## config.mk

```make
export PLATFORM = sky130hd
export DESIGN_NAME = wishbone_nn_stream_bridge
export DESIGN_NICKNAME = d
export VERILOG_FILES = /design/src/rtl/wishbone_nn_pkg.sv /design/src/rtl/nn_sync_fifo.sv /design/src/rtl/wishbone_nn_stream_bridge.sv
export SDC_FILE = /design/constraint.sdc
export NUM_CORES = 1
export LEC_CHECK = 0
export CAP_MARGIN = 10
export CORE_MARGIN = 5
export CORE_UTILIZATION = 60
export DETAILED_ROUTE_END_ITERATION = 6
export PLACE_DENSITY = 0.79
export SKIP_LAST_GASP = 1
export SLEW_MARGIN = 0
export SYNTH_ARGS = -nofsm -noshare
export SYNTH_HDL_FRONTEND = slang
export SYNTH_SLANG_ARGS = --single-unit
```

## constraint.sdc

```tcl
create_clock -name wb_clk_i -period 14.5 [get_ports wb_clk_i]
set_input_delay 2.9 -clock wb_clk_i [delete_from_list [all_inputs] [get_ports wb_clk_i]]
set_output_delay 2.9 -clock wb_clk_i [all_outputs]
set_load 0.03 [all_outputs]
```

## src/rtl/wishbone_nn_pkg.sv

```systemverilog
`default_nettype none
// ============================================================================
//  Module      : wishbone_nn_pkg
//  Description : Register offsets and STATUS/CTRL bit positions for the
//                Wishbone <-> NN stream bridge.
//  Revision    : 1.0 - initial release
// ============================================================================
package wishbone_nn_pkg;

    // Byte offsets from BASE_ADDR
    localparam logic [31:0] c_off_data   = 32'h0000_0000;
    localparam logic [31:0] c_off_status = 32'h0000_0004;
    localparam logic [31:0] c_off_ctrl   = 32'h0000_0008;

    // STATUS bit positions
    localparam int c_st_in_empty  = 0;
    localparam int c_st_in_full   = 1;
    localparam int c_st_out_empty = 2;
    localparam int c_st_out_full  = 3;
    localparam int c_st_ovf       = 4;
    localparam int c_st_udf       = 5;
    localparam int c_st_in_cnt_lo = 8;
    localparam int c_st_out_cnt_lo = 16;

    // CTRL bit positions
    localparam int c_ctrl_flush_in  = 0;
    localparam int c_ctrl_flush_out = 1;
    localparam int c_ctrl_clr_flags = 2;

endpackage
`default_nettype wire

```

## src/rtl/nn_sync_fifo.sv

```systemverilog
`default_nettype none
// ============================================================================
//  Module      : nn_sync_fifo
//  Description : Single-clock first-word-fall-through FIFO with flush.
//                Full/empty are judged on the state at the start of the
//                cycle; flush overrides any same-cycle push or pop.
//  Revision    : 1.0 - initial release
// ============================================================================
module nn_sync_fifo #(
    parameter int WIDTH = 32,
    parameter int DEPTH = 16
) (
    input  logic                     clk,
    input  logic                     rst_n,
    input  logic                     i_push,
    input  logic [WIDTH-1:0]         i_push_data,
    input  logic                     i_pop,
    input  logic                     i_flush,
    output logic [WIDTH-1:0]         o_head,
    output logic                     o_full,
    output logic                     o_empty,
    output logic [$clog2(DEPTH):0]   o_count
);

    localparam int AW = $clog2(DEPTH);

    logic [WIDTH-1:0] r_mem [DEPTH];
    logic [AW-1:0]    r_wr_ptr;
    logic [AW-1:0]    r_rd_ptr;
    logic [AW:0]      r_count;

    logic w_full;
    logic w_empty;
    logic w_do_push;
    logic w_do_pop;

    assign w_full    = (r_count == (AW+1)'(DEPTH));
    assign w_empty   = (r_count == '0);
    assign w_do_push = i_push & ~w_full  & ~i_flush;
    assign w_do_pop  = i_pop  & ~w_empty & ~i_flush;

    // Pointer and occupancy bookkeeping; flush empties the FIFO outright
    always_ff @(posedge clk or negedge rst_n) begin
        if (!rst_n) begin
            r_wr_ptr <= '0;
            r_rd_ptr <= '0;
            r_count  <= '0;
        end else if (i_flush) begin
            r_wr_ptr <= '0;
            r_rd_ptr <= '0;
            r_count  <= '0;
        end else begin
            if (w_do_push) r_wr_ptr <= r_wr_ptr + AW'(1);
            if (w_do_pop)  r_rd_ptr <= r_rd_ptr + AW'(1);
            case ({w_do_push, w_do_pop})
                2'b10:   r_count <= r_count + (AW+1)'(1);
                2'b01:   r_count <= r_count - (AW+1)'(1);
                default: r_count <= r_count;
            endcase
        end
    end

    // Storage array; contents need no reset since count gates visibility
    always_ff @(posedge clk) begin
        if (w_do_push) r_mem[r_wr_ptr] <= i_push_data;
    end

    assign o_head  = r_mem[r_rd_ptr];
    assign o_full  = w_full;
    assign o_empty = w_empty;
    assign o_count = r_count;

endmodule
`default_nettype wire

```

## src/rtl/wishbone_nn_stream_bridge.sv

```systemverilog
`default_nettype none
// ============================================================================
//  Module      : wishbone_nn_stream_bridge
//  Description : Wishbone slave exposing DATA/STATUS/CTRL registers that
//                bridge host bus traffic to NN-core valid/ready streams via
//                an input FIFO (bus writes) and an output FIFO (bus reads).
//  Revision    : 1.0 - initial release
// ============================================================================
module wishbone_nn_stream_bridge
    import wishbone_nn_pkg::*;
#(
    parameter logic [31:0] BASE_ADDR = 32'h3000_0000,
    parameter int          DATA_W    = 32,
    parameter int          IN_DEPTH  = 16,
    parameter int          OUT_DEPTH = 16
) (
    input  logic              wb_clk_i,
    input  logic              wb_rst_i,
    input  logic              wbs_stb_i,
    input  logic              wbs_cyc_i,
    input  logic              wbs_we_i,
    input  logic [3:0]        wbs_sel_i,
    input  logic [31:0]       wbs_adr_i,
    input  logic [31:0]       wbs_dat_i,
    output logic              wbs_ack_o,
    output logic [31:0]       wbs_dat_o,
    output logic              in_valid_o,
    output logic [DATA_W-1:0] in_data_o,
    input  logic              in_ready_i,
    input  logic              out_valid_i,
    input  logic [DATA_W-1:0] out_data_i,
    output logic              out_ready_o
);

    localparam int IN_AW  = $clog2(IN_DEPTH);
    localparam int OUT_AW = $clog2(OUT_DEPTH);

    logic              r_ack;
    logic [31:0]       r_dat;
    logic              r_ovf;
    logic              r_udf;

    logic              w_sel_data;
    logic              w_sel_status;
    logic              w_sel_ctrl;
    logic              w_accept;
    logic              w_wr;
    logic              w_rd;
    logic              w_in_push;
    logic              w_out_pop;
    logic              w_in_flush;
    logic              w_out_flush;
    logic              w_clr_flags;
    logic              w_in_full;
    logic              w_in_empty;
    logic              w_out_full;
    logic              w_out_empty;
    logic [IN_AW:0]    w_in_count;
    logic [OUT_AW:0]   w_out_count;
    logic [DATA_W-1:0] w_out_head;
    logic [31:0]       w_status;
    logic [31:0]       w_rdata;
    logic              w_unused;

    // Byte selects and unused upper write-data bits carry no meaning here
    assign w_unused = ^{wbs_sel_i, wbs_dat_i};

    assign w_sel_data   = (wbs_adr_i == BASE_ADDR + c_off_data);
    assign w_sel_status = (wbs_adr_i == BASE_ADDR + c_off_status);
    assign w_sel_ctrl   = (wbs_adr_i == BASE_ADDR + c_off_ctrl);

    // The !r_ack term turns a held strobe into one ack per accept
    assign w_accept = wbs_stb_i & wbs_cyc_i & ~r_ack &
                      (w_sel_data | w_sel_status | w_sel_ctrl);
    assign w_wr     = w_accept &  wbs_we_i;
    assign w_rd     = w_accept & ~wbs_we_i;

    assign w_in_push   = w_wr & w_sel_data;
    assign w_out_pop   = w_rd & w_sel_data;
    assign w_in_flush  = w_wr & w_sel_ctrl & wbs_dat_i[c_ctrl_flush_in];
    assign w_out_flush = w_wr & w_sel_ctrl & wbs_dat_i[c_ctrl_flush_out];
    assign w_clr_flags = w_wr & w_sel_ctrl & wbs_dat_i[c_ctrl_clr_flags];

    nn_sync_fifo #(
        .WIDTH (DATA_W),
        .DEPTH (IN_DEPTH)
    ) u_in_fifo (
        .clk         (wb_clk_i),
        .rst_n       (wb_rst_i),
        .i_push      (w_in_push),
        .i_push_data (wbs_dat_i[DATA_W-1:0]),
        .i_pop       (in_ready_i),
        .i_flush     (w_in_flush),
        .o_head      (in_data_o),
        .o_full      (w_in_full),
        .o_empty     (w_in_empty),
        .o_count     (w_in_count)
    );

    nn_sync_fifo #(
        .WIDTH (DATA_W),
        .DEPTH (OUT_DEPTH)
    ) u_out_fifo (
        .clk         (wb_clk_i),
        .rst_n       (wb_rst_i),
        .i_push      (out_valid_i),
        .i_push_data (out_data_i),
        .i_pop       (w_out_pop),
        .i_flush     (w_out_flush),
        .o_head      (w_out_head),
        .o_full      (w_out_full),
        .o_empty     (w_out_empty),
        .o_count     (w_out_count)
    );

    assign in_valid_o  = ~w_in_empty;
    // Held low while reset is asserted so the core never pushes into reset
    assign out_ready_o = wb_rst_i & ~w_out_full;

    // STATUS word assembled from live FIFO state and sticky flags
    always_comb begin
        w_status = '0;
        w_status[c_st_in_empty]  = w_in_empty;
        w_status[c_st_in_full]   = w_in_full;
        w_status[c_st_out_empty] = w_out_empty;
        w_status[c_st_out_full]  = w_out_full;
        w_status[c_st_ovf]       = r_ovf;
        w_status[c_st_udf]       = r_udf;
        w_status[c_st_in_cnt_lo  +: 8] = 8'(w_in_count);
        w_status[c_st_out_cnt_lo +: 8] = 8'(w_out_count);
    end

    // Read-data mux; CTRL and empty DATA reads return zero
    always_comb begin
        w_rdata = '0;
        if (w_sel_data && !w_out_empty) begin
            w_rdata[DATA_W-1:0] = w_out_head;
        end else if (w_sel_status) begin
            w_rdata = w_status;
        end
    end

    // Single-cycle ack and read data, data forced to zero outside ack
    always_ff @(posedge wb_clk_i or negedge wb_rst_i) begin
        if (!wb_rst_i) begin
            r_ack <= 1'b0;
            r_dat <= '0;
        end else begin
            r_ack <= w_accept;
            r_dat <= w_rd ? w_rdata : '0;
        end
    end

    // Sticky overflow/underflow flags, cleared only through CTRL
    always_ff @(posedge wb_clk_i or negedge wb_rst_i) begin
        if (!wb_rst_i) begin
            r_ovf <= 1'b0;
            r_udf <= 1'b0;
        end else if (w_clr_flags) begin
            r_ovf <= 1'b0;
            r_udf <= 1'b0;
        end else begin
            if (w_in_push && w_in_full)    r_ovf <= 1'b1;
            if (w_out_pop && w_out_empty)  r_udf <= 1'b1;
        end
    end

    assign wbs_ack_o = r_ack;
    assign wbs_dat_o = r_dat;

endmodule
`default_nettype wire

```

Yosys cells after proc, flatten, opt, wreduce, memory -nomap -nowiden
Memories as Yosys holds them, arrays and structs flattened.
Cells that the tools add are included.
Widths: inputs -> output; s select.

word-level totals
  bits of input ports = 107
  output and inout port bits = 67
  RAM bits = 1024
  logic and storage cells = 96
  register bits after elaboration = 61
  memories = 2

memory list
  name              depth  bits a word  read ports  clocked after memory_dff  wr ports  line                source
  u_in_fifo.r_mem   16     32           1           0                         1         nn_sync_fifo.sv:27  logic [WIDTH-1:0] r_mem [DEPTH];
  u_out_fifo.r_mem  16     32           1           0                         1         nn_sync_fifo.sv:27

operators by class
  bitwise gates (word level) = 30
  multiplexer cells = 23
  add/sub/neg operators = 8
  equality and inequality tests = 9
  reduce and logical (&&, ||, !) cells = 14

operator list
  cell                  count
  $eq 32x30->1 const B  3
  $mux 32               2
  $mux 4                8
  $mux 21               1
  $and 1x1->1           20
  $pmux 5 s2            2
  $add 4x1->4 const B   4
  $reduce_bool 2->1     6
  $add 5x1->5 const B   2
  $eq 5x5->1 const B    2
  $logic_not 5->1       2
  $mux 5                2
  $sub 5x1->5 const B   2
  $mux 1                8
  $not 1->1             8
  $reduce_bool 3->1     2
  $eq 2x1->1 const B    2
  $eq 2x2->1 const B    2
  $logic_and 1x1->1     3
  $or 1x1->1            2
  $logic_not 1->1       1

Logic depth before layout (Yosys ltp)
  depth in word-level cells = 12
  gate-level depth with buffers = 16

Hierarchy
From an unflattened synthesis, not the netlist that was laid out.

second synthesis, totals
  cell total of the unflattened synthesis = 2262
  area total of the unflattened synthesis = 42435.7 um^2

by module, submodules not included
  module                     area an instance (um^2)  times used  cells each  seq. area each (um^2)
  nn_sync_fifo               20490.9                  2           1069        15700.1
  wishbone_nn_stream_bridge  1453.9                   1           124         875.8

Worst setup path after synthesis
Ideal clock, no wire load.

  path kind = input -> register
  start = in wbs_adr_i[7]
  end = mem u_in_fifo.r_mem[3][0], enable pin
  arrival = 7.128 ns
  stages on the path = 6
  path buffers = 1
  required time = 13.998 ns
  slack = 6.870 ns
  cells stage by stage = nor4_4 nand4_2 nor4b_2 inv_1 buf_2 nor4_1

on the way
  word-level cells in the longest chain between the ends = 11

RTL lines
  what                             line                                                              source
  from (decl)                      wishbone_nn_stream_bridge.sv:23                                   input logic [31:0] wbs_adr_i,
  $eq 32x30->1 (on tied branches)  wishbone_nn_stream_bridge.sv:68, wishbone_nn_stream_bridge.sv:69
  $or 1x1->1 (2 in series)         wishbone_nn_stream_bridge.sv:74                                   (w_sel_data | w_sel_status | w_sel_ctrl);
  $and 1x1->1                      wishbone_nn_stream_bridge.sv:73                                   assign w_accept = wbs_stb_i & wbs_cyc_i & ~r_ack &
  $and 1x1->1                      wishbone_nn_stream_bridge.sv:75                                   assign w_wr = w_accept & wbs_we_i;
  $and 1x1->1 (2 in series)        wishbone_nn_stream_bridge.sv:80                                   assign w_in_flush = w_wr & w_sel_ctrl & wbs_dat_i[c_ctrl_flush_in];
  $not 1->1                        nn_sync_fifo.sv:39                                                assign w_do_push = i_push & ~w_full & ~i_flush;
  $and 1x1->1 *                    nn_sync_fifo.sv:39
  $mux 1 *                         nn_sync_fifo.sv:65                                                if (w_do_push) r_mem[r_wr_ptr] <= i_push_data;
  $mux 1 (implied by the code) *   nn_sync_fifo.sv:65
  to (decl)                        nn_sync_fifo.sv:27

Every way passes the cells marked *; elsewhere a longest branch is shown, timed or not.

Worst setup path in the final report
  start = reg u_in_fifo.r_rd_ptr[0]
  end = out in_data_o[29]

on the way
  word-level cells in the longest chain between the ends = 1

RTL lines
  what                    line                             source
  from (decl)             nn_sync_fifo.sv:29               logic [AW-1:0] r_rd_ptr;
  from (signal assigned)  nn_sync_fifo.sv:54               if (w_do_pop) r_rd_ptr <= r_rd_ptr + AW'(1);
  $mem_v2 16x32           -
  to (decl)               wishbone_nn_stream_bridge.sv:28  output logic [DATA_W-1:0] in_data_o,

Every way passes these cells.

==> impl_metrics.json <==
{
  "grt-ovfl-total": 0,
  "io_pins": 174,
  "via_per_inst": 6.425,
  "crit_start": "u_in_fifo.r_rd_ptr[0]",
  "reg2reg_slack_ns": 10.25,
  "die_h_um": 273.1,
  "cp-start-kind": "flop",
  "ir_drop_v": 0.0001327,
  "path_clk_slew_ns": 0.06,
  "gp_congestion": 0.7921,
  "cts_tree": "yes",
  "r2r-start": "wbs_ack_o",
  "ff2ff_path_depth": 12,
  "post_cts_buffers": 0,
  "met1_usage_pct": 33.05,
  "dp_slack_ns": 6.810,
  "start_util_pct": 60.56,
  "cp.arrival_ns": 5.20,
  "ant_nets": 0,
  "grt_pass1_vias": 20650,
  "total_power_mw": 6.782,
  "grt_use_met3_pct": 4.320,
  "first_pass_iters": 5,
  "io_buffers": 169,
  "grt_util_all_layers_pct": 24.83,
  "multi_input_area_mm2": 0.008887,
  "status": "completed",
  "core-area_mm2": 0.06859,
  "hold_path_class": "reg -> reg",
  "grt_start_max_net_pins": 69,
  "synth-seq-cells": 1085,
  "synth_edf_count": 1024,
  "final.min_clock_period_ns": 8.098,
  "rsz0062_at_grt": "false",
  "ys_seq_area_share_pct": 77.71,
  "power_per_cell_area_mw_per_mm2": 141.5,
  "clock.fmax_ghz": 0.1235,
  "detail_route.wl_per_cell_um": 30.24,
  "dieArea_mm2": 0.07459,
  "worst-setup-path-type": "reg -> out",
  "cp-endpoint": "in_data_o[29]",
  "regArea_mm2": 0.03229,
  "use_met2_pct": 43.85,
  "fin_worst_skew_ns": 0.02849,
  "fin_crit_sh_pct": 55.85,
  "yosysWarnings": 0,
  "synth.avg_cell_area_um2": 23.24,
  "initialDrtViolationCount": 2313,
  "grt_pass1_wl_mm": 135.8,
  "vias": 19480,
  "synth_nets": 1910,
  "drt-total-wl_mm": 91.65,
  "maxCapViolCount": 0,
  "hold_violations": 0,
  "slew_headroom_pct": 15.39,
  "crit_required_ns": 11.60,
  "cts_hold_buf": 0,
  "setup_viol": 0,
  "root_buffer": "clkbuf_16",
  "busiest_layer": "met2",
  "total_leakage_power_nw": 15.09,
  "worst_slack_ns": 6.402,
  "clock_path_buffers": 3,
  "synthCells": 1787,
  "setup_tns_ns": 0,
  "worstReg2RegEnd": "u_out_fifo.o_count[4]",
  "die_w_um": 273.1,
  "maxSlewViolCount": 0,
  "h-tree-depth": 3,
  "synth-main-ff-cell": "edfxtp_1",
  "clkLatencyLatePin_ns": 0.66,
  "cts-buffers-inserted": 105,
  "async_reset_ff_share_pct": 5.622,
  "synth_area_mm2": 0.04154,
  "worst_slew_pin_slew_ns": 1.269,
  "dp_hpwl_mm": 46.08,
  "drive_gt1_share_pct": 26.53,
  "clkSinkCount": 1085,
  "nets": 2130,
  "drc": 0,
  "synth_cell_type_count": 46,
  "cp_max_fo": 52,
  "rows": 96,
  "antenna_found_initial": 4,
  "area_growth_pct": 15.37,
  "end_kind": "output port",
  "post_cts_resized": 0,
  "nFillCells": 3908
}
kinds of logic after synthesis:
group | synth area share, %
compound gates | 1.651
xor+xnor | 0.3585
mux | 16.53
buf+inv | 1.109
flops | 77.71
fa+ha+maj | 0.4820
simple gates | 2.163
Yosys cell counts (2+ instances only):
master / count / area, um^2
buf_1: 13 / 48.80
o21ai_0: 13 / 65.06
nor2_1: 26 / 97.59
a21o_1: 14 / 105.1
a31oi_1: 2 / 12.51
nor4_4: 3 / 63.81
nand2_1: 14 / 52.55
clkbuf_1: 49 / 183.9
nor3b_1: 2 / 15.01
xor2_1: 11 / 96.34
mux4_2: 304 / 6847
dfrtp_1: 61 / 1526
inv_1: 16 / 60.06
xnor2_1: 6 / 52.55
a211o_1: 2 / 17.52
or3_1: 5 / 31.28
nor4_1: 10 / 62.56
nand3b_1: 4 / 30.03
edfxtp_1: 1024 / 30750
and2_1: 27 / 168.9
or4_1: 3 / 22.52
nor2b_1: 7 / 43.79
ha_1: 16 / 200.2
mux2i_1: 2 / 20.02
nor3_1: 4 / 20.02
a31o_2: 4 / 35.03
and3b_1: 3 / 26.28
and3_1: 20 / 125.1
a21oi_1: 31 / 155.2
a22oi_1: 32 / 240.2
nand3_1: 13 / 65.06
buf_2: 32 / 160.2
power breakdown:
group          internal, mW  total [mW]  switching (mW)
Sequential             3.59        3.65          0.0595
Clock                  1.59        2.74            1.15
Combinational         0.149       0.393           0.244
layer usage:
metal / up-vias / wire [um] / part of all wire (%)
met5: - / 27 / 0.029
met4: 4 / 1939 / 2.1
met3: 140 / 7013 / 7.7
met2: 987 / 49480 / 54
met1: 10310 / 33190 / 36
li1: 8038 / - / -
worst max-delay path, stage by stage (launching register included):
cell and delay [ns]:
dfrtp_4 0.98, buf_4 0.74, buf_4 0.91, mux4_2 0.65, mux4_2 0.53, clkdlybuf4s50_1 0.62
worst min-delay path by stage:
stage	cells past startpoint	startpoint	end	slack [ns]
2_1_floorplan	1	r_udf	wbs_dat_o[5]	0.45
3_3_place_gp	1	r_udf	wbs_dat_o[5]	0.47
3_5_place_dp	1	r_udf	wbs_dat_o[5]	0.49
4_1_cts	1	r_udf	wbs_dat_o[5]	0.50
5_1_grt	1	r_udf	wbs_dat_o[5]	0.52
6_report	1	r_udf	wbs_dat_o[5]	0.50
metrics by stage:
| step | utilization [%] | hold slack, ns | area (um^2) | std cells |
|---|---|---|---|---|
| after floorplan | - | 0.4499 | 41540 | 1787 |
| after global placement | 64.72 | 0.4681 | 44390 | 2831 |
| after detailed placement | 64.72 | 0.4939 | 44390 | 2831 |
| after CTS | 69.86 | 0.5009 | 47910 | 3027 |
| after global routing | 69.86 | 0.5234 | 47910 | 3028 |
| final | 69.87 | 0.5042 | 47920 | 3031 |
flip-flops by register name, summed over array words and instances, names as in the netlist, 4 cells and up:
name and count:
u_in_fifo.o_count 5, u_in_fifo.r_mem 512, u_in_fifo.r_rd_ptr 4, u_in_fifo.r_wr_ptr 4, u_out_fifo.o_count 5, u_out_fifo.r_mem 512
u_out_fifo.r_rd_ptr 4, u_out_fifo.r_wr_ptr 4, wbs_dat_o 32
cell type report:
class	count	share of cell area (%)
flip-flops and latches	1085	67.39
multi-input cells	591	18.55
clock buffers	132	5.861
repair buffers	208	4.136
well taps	931	2.431
clock inverters	64	1.493
inverters	16	0.1253
diodes	4	0.02089
layout by cell type (no fill, tap or decap), drive strengths merged, types with 11 or more instances in the layout:
master | Yosys | routed
edfxtp | 1024 | 1024
mux4 | 304 | 304
clkdlybuf4s50 | 0 | 168
clkbuf | 49 | 132
dfrtp | 61 | 61
clkinv | 0 | 42
buf | 46 | 40
a22oi | 32 | 32
a21oi | 31 | 31
and2 | 27 | 27
nor2 | 26 | 26
and3 | 20 | 20
inv | 16 | 18
ha | 16 | 16
nand2 | 14 | 14
a21o | 14 | 14
nor4 | 14 | 14
o21ai | 13 | 13
nand3 | 13 | 13
bufinv | 0 | 12
xor2 | 11 | 11
No activity file was read; power rests on OpenSTA's default activity.
